===== src/rtl/circuit7_sched_pkg.sv =====
// Shared types and constants for the circuit7 divide/modulo/compare/select sequencer.
package circuit7_pkg;

  typedef enum logic [2:0] {
    IDLE    = 3'd0,
    LOAD_AB = 3'd1,
    RUN_AB  = 3'd2,
    FIX_AB  = 3'd3,
    LOAD_CD = 3'd4,
    RUN_CD  = 3'd5,
    FIX_CD  = 3'd6,
    WRITE   = 3'd7
  } state_t;

  // Quotient returned for a zero divisor; sliced down to the operand width.
  localparam int MAX_DATAWIDTH = 256;
  localparam logic [MAX_DATAWIDTH-1:0] DIV0_QUOT = '1;

  function automatic int LAT_FULL(input int w);
    return 2 * w + 5;
  endfunction

  function automatic int LAT_SKIP(input int w);
    return w + 4;
  endfunction

endpackage


===== src/rtl/circuit7_sched_sdiv_iter.sv =====
// Iterative signed divider: restoring division on magnitudes, one quotient bit per cycle.
// load captures magnitudes and signs; quot/rem present the sign-corrected result.
module sdiv_iter
  import circuit7_pkg::*;
#(
  parameter int DATAWIDTH = 64
) (
  input  logic                 clk,
  input  logic                 rst,
  input  logic                 load,
  input  logic [DATAWIDTH-1:0] dividend,
  input  logic [DATAWIDTH-1:0] divisor,
  output logic [DATAWIDTH-1:0] quot,
  output logic [DATAWIDTH-1:0] rem,
  output logic                 dz
);

  localparam int CW = $clog2(DATAWIDTH + 1);

  logic [DATAWIDTH-1:0] rem_reg;
  logic [DATAWIDTH-1:0] quo_reg;   // dividend bits shift out as quotient bits shift in
  logic [DATAWIDTH-1:0] dvs_reg;
  logic                 neg_n_reg;
  logic                 neg_d_reg;
  logic [CW-1:0]        cnt_reg;

  logic [DATAWIDTH:0]   shifted;
  logic [DATAWIDTH:0]   trial;

  always_comb begin
    shifted = {rem_reg, quo_reg[DATAWIDTH-1]};
    trial   = shifted - {1'b0, dvs_reg};
  end

  always_ff @(posedge clk or posedge rst) begin
    if (rst) begin
      rem_reg   <= '0;
      quo_reg   <= '0;
      dvs_reg   <= '0;
      neg_n_reg <= 1'b0;
      neg_d_reg <= 1'b0;
      cnt_reg   <= '0;
    end else if (load) begin
      rem_reg   <= '0;
      quo_reg   <= dividend[DATAWIDTH-1] ? -dividend : dividend;
      dvs_reg   <= divisor[DATAWIDTH-1] ? -divisor : divisor;
      neg_n_reg <= dividend[DATAWIDTH-1];
      neg_d_reg <= divisor[DATAWIDTH-1];
      cnt_reg   <= CW'(DATAWIDTH);
    end else if (cnt_reg != '0) begin
      cnt_reg <= cnt_reg - CW'(1);
      if (!trial[DATAWIDTH]) begin
        rem_reg <= trial[DATAWIDTH-1:0];
        quo_reg <= {quo_reg[DATAWIDTH-2:0], 1'b1};
      end else begin
        rem_reg <= shifted[DATAWIDTH-1:0];
        quo_reg <= {quo_reg[DATAWIDTH-2:0], 1'b0};
      end
    end
  end

  // A zero divisor leaves rem = |dividend|, so only the quotient needs overriding.
  always_comb begin
    dz   = (dvs_reg == '0);
    quot = dz ? DIV0_QUOT[DATAWIDTH-1:0]
              : ((neg_n_reg ^ neg_d_reg) ? -quo_reg : quo_reg);
    rem  = neg_n_reg ? -rem_reg : rem_reg;
  end

endmodule


===== src/rtl/circuit7_sched.sv =====
// Sequencer computing z = (a % b == zero) ? c / d : a / b on one shared iterative divider.
// Define CIRCUIT7_SCHED_SKIP_EN to skip the c/d division when the compare fails.
module circuit7_sched
  import circuit7_pkg::*;
#(
  parameter int DATAWIDTH = 64
) (
  input  logic                 clk,
  input  logic                 rst,
  input  logic                 start,
  input  logic [DATAWIDTH-1:0] a,
  input  logic [DATAWIDTH-1:0] b,
  input  logic [DATAWIDTH-1:0] c,
  input  logic [DATAWIDTH-1:0] d,
  input  logic [DATAWIDTH-1:0] zero,
  output logic                 busy,
  output logic                 done,
  output logic [DATAWIDTH-1:0] z,
  output logic                 div0
);

  localparam int CW = $clog2(DATAWIDTH + 1);

  state_t               state_reg;
  logic [DATAWIDTH-1:0] a_reg, b_reg, c_reg, d_reg, zero_reg;
  logic [DATAWIDTH-1:0] q_ab_reg, q_cd_reg, z_reg;
  logic                 geqz_reg;
  logic                 busy_reg, done_reg, div0_reg;
  logic [CW-1:0]        cnt_reg;

  logic                 div_load;
  logic [DATAWIDTH-1:0] div_dividend, div_divisor, div_quot, div_rem;
  logic                 div_dz;

  assign div_load     = (state_reg == LOAD_AB) || (state_reg == LOAD_CD);
  assign div_dividend = (state_reg == LOAD_CD) ? c_reg : a_reg;
  assign div_divisor  = (state_reg == LOAD_CD) ? d_reg : b_reg;

  sdiv_iter #(.DATAWIDTH(DATAWIDTH)) u_div (
    .clk      (clk),
    .rst      (rst),
    .load     (div_load),
    .dividend (div_dividend),
    .divisor  (div_divisor),
    .quot     (div_quot),
    .rem      (div_rem),
    .dz       (div_dz)
  );

  always_ff @(posedge clk or posedge rst) begin
    if (rst) begin
      state_reg <= IDLE;
      a_reg     <= '0;
      b_reg     <= '0;
      c_reg     <= '0;
      d_reg     <= '0;
      zero_reg  <= '0;
      q_ab_reg  <= '0;
      q_cd_reg  <= '0;
      z_reg     <= '0;
      geqz_reg  <= 1'b0;
      busy_reg  <= 1'b0;
      done_reg  <= 1'b0;
      div0_reg  <= 1'b0;
      cnt_reg   <= '0;
    end else begin
      done_reg <= 1'b0;
      case (state_reg)
        IDLE: begin
          if (start) begin
            a_reg     <= a;
            b_reg     <= b;
            c_reg     <= c;
            d_reg     <= d;
            zero_reg  <= zero;
            div0_reg  <= 1'b0;
            busy_reg  <= 1'b1;
            state_reg <= LOAD_AB;
          end
        end
        LOAD_AB: begin
          cnt_reg   <= CW'(DATAWIDTH - 1);
          state_reg <= RUN_AB;
        end
        RUN_AB: begin
          if (cnt_reg == '0) state_reg <= FIX_AB;
          else               cnt_reg   <= cnt_reg - CW'(1);
        end
        FIX_AB: begin
          q_ab_reg  <= div_quot;
          geqz_reg  <= (div_rem == zero_reg);
          if (div_dz) div0_reg <= 1'b1;
          state_reg <= LOAD_CD;
        end
        LOAD_CD: begin
          cnt_reg <= CW'(DATAWIDTH - 1);
`ifdef CIRCUIT7_SCHED_SKIP_EN
          // The compare result is registered on leaving FIX_AB, so the skip is decided here.
          state_reg <= geqz_reg ? RUN_CD : WRITE;
`else
          state_reg <= RUN_CD;
`endif
        end
        RUN_CD: begin
          if (cnt_reg == '0) state_reg <= FIX_CD;
          else               cnt_reg   <= cnt_reg - CW'(1);
        end
        FIX_CD: begin
          q_cd_reg  <= div_quot;
          if (div_dz) div0_reg <= 1'b1;
          state_reg <= WRITE;
        end
        WRITE: begin
          z_reg     <= geqz_reg ? q_cd_reg : q_ab_reg;
          done_reg  <= 1'b1;
          busy_reg  <= 1'b0;
          state_reg <= IDLE;
        end
        default: state_reg <= IDLE;
      endcase
    end
  end

  assign busy = busy_reg;
  assign done = done_reg;
  assign z    = z_reg;
  assign div0 = div0_reg;

endmodule

===== config.mk =====
export PLATFORM = sky130hd
export DESIGN_NAME = circuit7_sched
export DESIGN_NICKNAME = d
export VERILOG_FILES = /design/src/rtl/circuit7_sched_pkg.sv /design/src/rtl/circuit7_sched_sdiv_iter.sv /design/src/rtl/circuit7_sched.sv
export SDC_FILE = /design/constraint.sdc
export NUM_CORES = 2
export LEC_CHECK = 0
export BUFFER_PORTS_ARGS = -buffer_cell sky130_fd_sc_hd__buf_4
export CAP_MARGIN = 20
export CORE_MARGIN = 1
export CORE_UTILIZATION = 60
export CTS_CLUSTER_DIAMETER = 200
export DETAILED_ROUTE_END_ITERATION = 7
export GPL_TIMING_DRIVEN = 1
export PLACE_DENSITY = 0.8
export SLEW_MARGIN = 20
export SYNTH_ARGS = -nofsm -noshare
export SYNTH_HDL_FRONTEND = slang
export SYNTH_SLANG_ARGS = --single-unit

===== constraint.sdc =====
create_clock -name clk -period 28.4 [get_ports clk]
set_clock_uncertainty 0.05 [all_clocks]
set_input_delay 2.84 -clock clk [delete_from_list [all_inputs] [get_ports clk]]
set_output_delay 2.84 -clock clk [all_outputs]
set_load 0.005 [all_outputs]

==> summary.txt <==
Routing
  – Post-Route WL: 120,000 microns
  – Iteration-0 DRC Markers: 3,448
  – DRC Markers: 0
  – Drt wl/cell: 21.2 microns
  – Drt first pass iters: 6
  – Vias/cell: 6.17
  – Via Count: 34,900
  – Number of antenna-violating nets in the routed design: 0

Synthesis
  – Mapped cell area: 41,800 sq um
  – Post-synth EDFFs: 0
  – Synth cell types: 95
  – Avg Inst Size Synth: 9.43 sq um
  – Mapped Cells: 4,430
  – Seq cells post-synth: 727
  – YS warnings: 0
  – Syn nets: 4,825
  – Register area share after synthesis: 43.6%
  – Fraction of registers with async set/reset: 100%
  – Synth Flop Type: dfrtp_1

Timing
  – Final Setup Violations: 0
  – Setup TNS Final: 0 ns
  – Fmax: 167 MHz
  – Minimum clock period: 5.99 ns
  – Final hold vios: 0
  – Relative slew slack: 24.4%
  – Worst-Margin Slew: 1.13 ns
  – Final worst-path cycle share: 21.1%
  – Slew Viols, Final: 0
  – RSZ-0062 raised after global routing: no

Worst hold path
  – Min-delay src: q_cd_reg[20]$_DFFE_PP0P_
  – Hold EP: q_cd_reg[20]$_DFFE_PP0P_
  – Min-Delay Path Class: reg -> reg
  – Hold path cells: 2

Cells and area
  – FILL cells: 5,342
  – Syn-to-layout area delta: 14.3%
  – Commonest non-fill, non-tap cell in the layout: dfrtp_1
  – Commonest non-fill, non-tap cells in the layout: dfrtp_1 (725), nand2_1 (538), o21ai_0 (435)
  – Layout net count: 5,053
  – Share of cells above drive strength 1: 20.0%

Clocking
  – H-tree levels: 3
  – Clk_lat worst skew: 0.65 ns
  – Clock buffer depth: 3
  – Root Driver: clkbuf_16
  – Total setup buffers inserted after CTS: 0
  – Num Clock Sinks: 727
  – Num CTS Buffers: 77
  – Worst-path clk slew: 0.06 ns
  – CTS resizes: 0
  – Cts hold-fix bufs: 0
  – CTS tree: done

Placement
  – Dpl hpwl: 87,700 microns
  – RD Place Congestion: 0.975
  – IO Port Bufs: 389

Critical path
  – Buf/Inv on CP: 3
  – CP cell instances: or3b_4, buf_4, buf_4, buf_4, mux2i_1, nand4_1, nand4b_4, or4_4, nor2_4, nand2_1, nor3b_1, nor3_1, o31ai_2
  – Worst Path Arrival: 6.47 ns
  – R2R Path Start: state_reg[2]$_DFFE_PP0P_
  – Worst path most repeated cell: buf_4
  – R2R cell count: 13
  – Critical Path Max Stage Delay: 0.79 ns
  – WS Path Type: reg -> reg
  – Crit path capture type: register
  – Flop2flop setup slack: 22.41 ns
  – Crit-path max FO: 60
  – Startpoint type of the worst setup path: register
  – Reg2Reg Capture Point: u_div.dvs_reg[57]$_DFFE_PP0N_
  – Required @ worst endpoint: 28.89 ns
  – Critical-path top delay cell: buf_4
  – Crit path max-delay family: buffers and inverters

Floorplanning
  – Chip width: 266 microns
  – Num ports: 390
  – Core Area: 68,700 sq um
  – Initial Util: 60.8%
  – FP Rows: 96
  – Die footprint: 70,700 sq um
  – Die Y: 266 microns

Pwr
  – Combinational share of power: 52.9%
  – Clock network fraction of total power: 15.5%
  – Psw: 3.03 mW
  – Peak VDD IR: 0.0000865 V
  – Int Power: 3.57 mW
  – Sequential Power Share: 31.6%
  – Cell leakage power: 21.6 nW
  – Sw Share: 45.9%
  – Pwr Total: 6.60 mW
  – Power per cell area: 138 nW/um^2

Global route
  – Largest net degree at the start of global routing: 202
  – Grt total ovfl: 0
  – Initial antenna violation count: 4
  – GRT Overall Usage: 33.7%
  – First-pass GRT wire length: 187,000 microns
  – Vias in the first global route: 32,800

Flow run
  – Maxcap violations: 0

Status
  – Outcome: finished clean
==> power by group through the flow <==
stage               Combinational (mW)  Sequential, mW  Clock [mW]
floorplan                         2.64            1.84           0
global placement                  3.34            2.04           0
detailed placement                3.41            2.07           0
CTS                               3.44            2.06        1.03
global route                      3.84            2.13        1.08
finish                            3.49            2.08        1.02
==> Yosys cell counts (28+ instances only) <==
library cell | n | area share (%)
dfrtp_1 | 727 | 44
nand2_1 | 540 | 4.9
o21ai_0 | 435 | 5.2
mux2_2 | 330 | 8.9
nor2_1 | 321 | 2.9
a21oi_1 | 241 | 2.9
clkbuf_1 | 225 | 2.0
mux2i_1 | 224 | 5.4
xnor2_1 | 168 | 3.5
xor2_1 | 155 | 3.3
nor3_1 | 123 | 1.5
inv_1 | 107 | 0.96
a31oi_1 | 87 | 1.3
ha_1 | 71 | 2.1
nand3_1 | 57 | 0.68
nor4_1 | 54 | 0.81
nand4_1 | 44 | 0.66
a21o_1 | 38 | 0.68
or3_1 | 33 | 0.49
o31ai_1 | 28 | 0.50
==> worst max-delay path by stage <==
stage	start	end	slack [ns]	depth (start not counted)
final	state_reg[2]$_DFFE_PP0P_	u_div.dvs_reg[57]$_DFFE_PP0N_	22.41	13
after CTS	state_reg[2]$_DFFE_PP0P_	u_div.dvs_reg[57]$_DFFE_PP0N_	22.56	13
after detailed placement	rst	geqz_reg$_DFFE_PP0P_	22.48	4
after global placement	rst	geqz_reg$_DFFE_PP0P_	22.52	4
after global routing	state_reg[2]$_DFFE_PP0P_	u_div.dvs_reg[57]$_DFFE_PP0N_	22.11	13
after floorplan	rst	a_reg[0]$_DFFE_PP0P_	5.11	1
==> metrics by stage <==
step                      setup WS (ns)  instances  area (sq um)  utilization, %  hold WS, ns
final                             22.41       5650         47800            69.5        0.426
after global routing              22.11       5650         47800            69.5        0.438
after CTS                         22.56       5647         47700            69.5        0.431
after detailed placement          22.48       5510         45100            65.7        0.419
after global placement            22.52       5510         45100            65.7        0.410
after floorplan                    5.11       4430         41800               -        0.399
==> per-layer routing <==
layer  vias to the layer above  track usage [%]  share of wire [%]
met5                         -                0             0.0067
li1                      16200                -                  -
met4                         2             10.3                3.0
met2                      1471             49.0                 43
met1                     17000             51.5                 46
met3                       213             5.22                8.1
==> worst reg2reg max path, delay by kind of cell, from the launching register on <==
family	cells	cell delay, ns
simple gates	8	2.15
flops	1	0.56
mux	1	0.49
buf+inv	3	2.42
compound gates	1	0.22
==> area by class of cell <==
class	count	area [sq um]	share of cell area [%]
diodes	3	7.51	0.0157
clock inverters	27	318	0.665
inverters	107	409	0.857
repair buffers	422	3200	6.71
well taps	931	1160	2.44
multi-input cells	3323	22200	46.5
clock buffers	110	2260	4.74
flip-flops and latches	727	18200	38.1
==> cells by family after synthesis <==
family	Yosys count	share of synthesized area [%]
compound gates	1027	14.5
xor+xnor	323	6.77
fa+ha+maj	72	2.18
buf+inv	380	3.58
flops	727	43.6
mux	562	14.6
simple gates	1339	14.9
(Power assumes the default switching activity.)
